### src/rtl/instr_sequencer_pkg.sv
// -----------------------------------------------------------------------------
// instr_sequencer_pkg
// Shared definitions for the instruction sequencer: default widths/depths and
// the sequencer state encoding.
// -----------------------------------------------------------------------------
package instr_sequencer_pkg;

  localparam int PC_W_DEF      = 10;  // program counter width
  localparam int IW_DEF        = 9;   // instruction width
  localparam int LUT_DEPTH_DEF = 16;  // jump-target entries
  localparam int LUT_AW        = 4;   // jump-target index width

  typedef enum logic [2:0] {
    IDLE,
    FETCH,
    EXEC,
    MEM_WAIT,
    HALT
  } state_t;

endpackage

### src/rtl/jump_lut.sv
// -----------------------------------------------------------------------------
// jump_lut
// Jump-target table: DEPTH registers of PC_W bits, one synchronous write port
// and one combinational read port. A read of an entry being written in the
// same cycle returns the old contents.
//
// Ports
//   clk    : clock, rising edge
//   rst_n  : synchronous active-low reset, clears every entry
//   we     : write enable
//   waddr  : write index
//   wdata  : write data
//   raddr  : read index
//   rdata  : read data (combinational)
// -----------------------------------------------------------------------------
module jump_lut
  import instr_sequencer_pkg::*;
#(
  parameter int PC_W  = PC_W_DEF,
  parameter int DEPTH = LUT_DEPTH_DEF
) (
  input  logic              clk,
  input  logic              rst_n,
  input  logic              we,
  input  logic [LUT_AW-1:0] waddr,
  input  logic [PC_W-1:0]   wdata,
  input  logic [LUT_AW-1:0] raddr,
  output logic [PC_W-1:0]   rdata
);

  logic [PC_W-1:0] entries_q [DEPTH];

  // NOTE: the table is small and built from flops, so it is cleared on reset
  // like any other state; a RAM macro would need an explicit init sequence.
  always_ff @(posedge clk) begin
    if (!rst_n) begin
      for (int i = 0; i < DEPTH; i++) entries_q[i] <= '0;
    end else if (we && (int'(waddr) < DEPTH)) begin
      entries_q[waddr] <= wdata;
    end
  end

  // Indices beyond the populated depth read as zero.
  assign rdata = (int'(raddr) < DEPTH) ? entries_q[raddr] : '0;

endmodule

### src/rtl/instr_sequencer.sv
// -----------------------------------------------------------------------------
// instr_sequencer
// Multi-cycle instruction sequencer: fetches from instruction memory, hands the
// instruction register to an external decoder, and steps the PC by +1, by a
// table-driven jump, or after a data-memory handshake. Baseline CPI is 2
// (FETCH, EXEC); memory instructions stretch with MEM_WAIT.
//
// Ports
//   clk, rst_n          : clock; synchronous active-low reset
//   start               : begin execution at PC 0 (honoured in IDLE/HALT)
//   done                : program halted
//   pc                  : instruction memory address
//   imem_data           : instruction memory read data
//   ir, instr_valid     : instruction register; high in the EXEC cycle
//   is_halt/is_mem/is_jump, jump_idx, branch_taken : decoder feedback
//   mem_req, mem_ack    : data-memory handshake
//   lut_we/lut_addr/lut_data : jump-target table write (IDLE/HALT only)
// -----------------------------------------------------------------------------
module instr_sequencer
  import instr_sequencer_pkg::*;
#(
  parameter int PC_W      = PC_W_DEF,
  parameter int IW        = IW_DEF,
  parameter int LUT_DEPTH = LUT_DEPTH_DEF
) (
  input  logic              clk,
  input  logic              rst_n,
  input  logic              start,
  output logic              done,
  output logic [PC_W-1:0]   pc,
  input  logic [IW-1:0]     imem_data,
  output logic [IW-1:0]     ir,
  output logic              instr_valid,
  input  logic              is_halt,
  input  logic              is_mem,
  input  logic              is_jump,
  input  logic [LUT_AW-1:0] jump_idx,
  input  logic              branch_taken,
  output logic              mem_req,
  input  logic              mem_ack,
  input  logic              lut_we,
  input  logic [LUT_AW-1:0] lut_addr,
  input  logic [PC_W-1:0]   lut_data
);

  state_t          state;
  logic            lut_wr_en;
  logic [PC_W-1:0] jump_target;

  // The table may only change while no program is running.
  assign lut_wr_en = lut_we && ((state == IDLE) || (state == HALT));

  jump_lut #(
    .PC_W  (PC_W),
    .DEPTH (LUT_DEPTH)
  ) u_jump_lut (
    .clk   (clk),
    .rst_n (rst_n),
    .we    (lut_wr_en),
    .waddr (lut_addr),
    .wdata (lut_data),
    .raddr (jump_idx),
    .rdata (jump_target)
  );

  // NOTE: all state and registered outputs use non-blocking assignments so
  // every branch reads the pre-edge values, independent of statement order.
  always_ff @(posedge clk) begin
    if (!rst_n) begin
      state       <= IDLE;
      pc          <= '0;
      ir          <= '0;
      instr_valid <= 1'b0;
      mem_req     <= 1'b0;
      done        <= 1'b0;
    end else begin
      instr_valid <= 1'b0;
      case (state)
        IDLE: begin
          pc <= '0;
          if (start) state <= FETCH;
        end

        FETCH: begin
          ir          <= imem_data;
          instr_valid <= 1'b1;
          state       <= EXEC;
        end

        EXEC: begin
          // Halt wins over memory, memory over jump.
          if (is_halt) begin
            done  <= 1'b1;
            state <= HALT;
          end else if (is_mem) begin
            mem_req <= 1'b1;
            state   <= MEM_WAIT;
          end else if (is_jump && branch_taken) begin
            pc    <= jump_target;
            state <= FETCH;
          end else begin
            pc    <= pc + PC_W'(1);
            state <= FETCH;
          end
        end

        MEM_WAIT: begin
          if (mem_ack) begin
            mem_req <= 1'b0;
            pc      <= pc + PC_W'(1);
            state   <= FETCH;
          end
        end

        HALT: begin
          if (start) begin
            pc    <= '0;
            done  <= 1'b0;
            state <= FETCH;
          end
        end

        default: state <= IDLE;
      endcase
    end
  end

endmodule
### config.mk
export PLATFORM = sky130hd
export DESIGN_NAME = instr_sequencer
export DESIGN_NICKNAME = d
export VERILOG_FILES = /design/src/rtl/instr_sequencer_pkg.sv /design/src/rtl/jump_lut.sv /design/src/rtl/instr_sequencer.sv
export SDC_FILE = /design/constraint.sdc
export NUM_CORES = 1
export LEC_CHECK = 0
export CORE_ASPECT_RATIO = 1.4
export CORE_UTILIZATION = 45
export CTS_CLUSTER_SIZE = 24
export DETAILED_ROUTE_END_ITERATION = 12
export REMOVE_ABC_BUFFERS = 1
export SETUP_SLACK_MARGIN = 0.05
export SYNTH_ARGS = -nofsm -noshare
export SYNTH_HDL_FRONTEND = slang
export SYNTH_SLANG_ARGS = --single-unit
### constraint.sdc
create_clock -name clk -period 6.05 [get_ports clk]
set_input_delay 1.21 -clock clk [delete_from_list [all_inputs] [get_ports clk]]
set_output_delay 1.21 -clock clk [all_outputs]
set_load 0.01 [all_outputs]
==> metrics.cfg <==
[timing]
finalHoldViolations = 0
finalClockSkew_ns = 0.00847
fmax_ghz = 0.271
worst_pin_slew_ns = 0.923
relSlewSlack = 0.383
report.final.setup_viol = 0
fin_tns_setup_ns = 0
timing.final.crit_share = 0.611
final_max_slew_viol_count = 0
rsz0062_at_grt = no
fin_crit_ns = 3.70

[place]
placed_cells = 928
gp_congestion = 0.884
dp_hpwl_mm = 14.7
io_buffer_count = 57

[floorplanning]
core_mm2 = 0.0192
die_h_um = 167
ios = 58
die_width_um = 120
rows = 60
die_area_mm2 = 0.0201
start_util = 0.458

[power]
ir_drop_uv = 213
clkPwrFrac = 0.392
internal-power_uw = 2130
power_switching_uw = 645
p_sw_frac = 0.233
p_leak_uw = 0.00368
combPwrFrac = 0.085
p_seq_frac = 0.523
powerDensity_mw_per_mm2 = 273

[global_route]
overflow = 0
grt_max_degree = 31
grt_pass1_wl_mm = 33.0
grt_usage = 0.227
antenna_found_initial = 0
grt_pass1_vias = 5642

[yosys]
yosysUniqueCellTypes = 61
synth_common_cells = 162 x and2_1, 160 x edfxtp_1, 33 x nor2_1, 31 x mux4_2
synth.most_common_cell = and2_1
syn_inst = 649
netlist_area_mm2 = 0.00880
synth.yosys.seq_area_share = 0.603
yosys-top-cells-area = edfxtp_1 55%, and2_1 12%, mux4_2 7.9%, dfxtp_1 5.7%, mux2i_1 2.2%
syn_area_per_cell_um2 = 13.6
ys_ff_latch = 185
synth-main-ff-cell = edfxtp_1
synth_area_leader_cell = edfxtp_1
synth.top_cell.area_share = 0.546
async_flop_share = 0
yosysWarnings = 0
synth_edf_count = 160

[worst_setup_path]
cp_data_arrival_time_ns = 3.78
crit_required_ns = 6.14
crit_path_max_incr_delay_ns = 0.61
crit_buf_inv = 2
crit_type = input port to register
reg2reg_slack_ns = 3.31
worstPathMaxFanout = 28
r2r_cells = 4
cpLargestDelayFamily = simple AND/OR/NAND/NOR gates
path_cells = clkdlybuf4s50_1, buf_4, nand4bb_2, or3_1, nor3_1, nand2b_1
worst_setup_path_end_kind = register
cp_slowest_cell = nor3_1
cp-start-kind = input port
r2r_end = u_jump_lut.entries_q[2][1]
r2r_start = state[0]

[run_status]
run_status = completed

[final_layout]
fin_nets = 736
insertedDiodeCount = 0
drive_gt1_frac = 0.129
final_cell_count_no_fill = 960
area_growth_pct = 15.4

[cts]
cts_setup_buffers = 0
clk_path_buf_depth = 2
cts_buffers = 17
clock_latency_ns = 0.44
cts_hold_buf = 0
h-tree-depth = 4
cts.repair.resized = 0
path_clk_slew_ns = 0.06
cts-root-buf = clkbuf_16
tritoncts = yes
cts_sinks = 185

[detailed_routing]
drtPass1Iterations = 5
routed_wl_mm = 21.5
dr.max_layer_used = met4
dr_wl_met3_um = 926
wire_per_inst_um = 22.4
wl_met1_mm = 8.45
vias = 5463
dr.first_iter.drc_count = 482
ant_nets = 0
vias_per_cell = 5.69
drc = 0
met2WireLength_mm = 11.5

[worst_hold_path]
hold-path-cell-count = 2
whs_endpoint = ir[4]
min_path_type = register to register
min_from = ir[4]

[flow_run]
drv_cap = 0

==> layer usage <==
metal / vias up / track usage
met5: - / 0
li1: 2501 / -
met2: 175 / 0.404
met1: 2747 / 0.262
met4: 0 / 0.103
met3: 40 / 0.0453
==> sequential cells by signal (all words and copies together), names as in the netlist <==
name and flops:
instr_valid 1, done 1, pc 10, ir 9, u_jump_lut.entries_q 160, mem_req 1
state 3
==> cell type report <==
type | instances | area [µm²]
Inverter | 2 | 7.51
Clock inverter | 12 | 111
Clock buffer | 20 | 458
Sequential cell | 185 | 5310
Fill cell | 1678 | 9060
Multi-Input combinational cell | 419 | 3280
Tap cell | 248 | 310
Timing Repair Buffer | 74 | 688
==> power by group through the flow <==
stage	Combinational, µW	Sequential [µW]	Clock (µW)
floorplan	109	1470	0
global placement	235	1480	0
detailed placement	238	1480	0
CTS	239	1450	1100
global route	253	1450	1150
finish	236	1450	1090
==> placed cells by master (no fill, tap or decap), types with 7 or more instances in the layout <==
cell type	Yosys	routed
a21oi_1	10	10
a22oi_1	7	7
and2_1	162	162
buf_4	5	17
clkbuf_16	0	18
clkdlybuf4s50_1	0	55
dfxtp_1	25	25
edfxtp_1	160	160
mux2i_1	19	19
mux4_2	31	31
nand2_1	17	17
nand2b_1	10	10
nand3_1	14	14
nor2_1	33	33
nor3_1	10	10
o21ai_0	25	25
==> worst register-to-register path, cell delays in order, from the launching register on <==
cell and delay, ns:
dfxtp_1 0.44, nand4bb_2 0.39, or3_1 0.51, nor3_1 0.61, nand2b_1 0.46
==> how the worst max path moves through the flow <==
stage	from	end	slack, ns	cells after the start
after global routing	rst_n	u_jump_lut.entries_q[3][8]	2.10	7
after floorplan	rst_n	u_jump_lut.entries_q[6][0]	3.08	3
after global placement	rst_n	u_jump_lut.entries_q[2][0]	2.05	6
after detailed placement	rst_n	u_jump_lut.entries_q[2][7]	1.92	6
after CTS	rst_n	u_jump_lut.entries_q[2][5]	2.38	6
final	rst_n	u_jump_lut.entries_q[2][1]	2.35	6
==> per-stage QoR <==
step	power (µW)	utilization	worst slack [ns]	hold slack [ns]	area (µm²)
2_1_floorplan	1580	-	3.08	0.528	8580
3_3_place_gp	1710	0.499	2.05	0.472	9590
3_5_place_dp	1720	0.499	1.92	0.492	9590
4_1_cts	2790	0.528	2.38	0.509	10200
5_1_grt	2860	0.528	2.10	0.538	10200
6_report	2770	0.528	2.35	0.500	10200
==> logic make-up after synthesis <==
group | share of synthesized area
fa+ha+maj | 0.00142
flops | 0.603
mux | 0.121
simple gates | 0.190
compound gates | 0.0532
buf+inv | 0.0257
xor+xnor | 0.00597
Note: power is estimated with default switching activity, not from simulation.
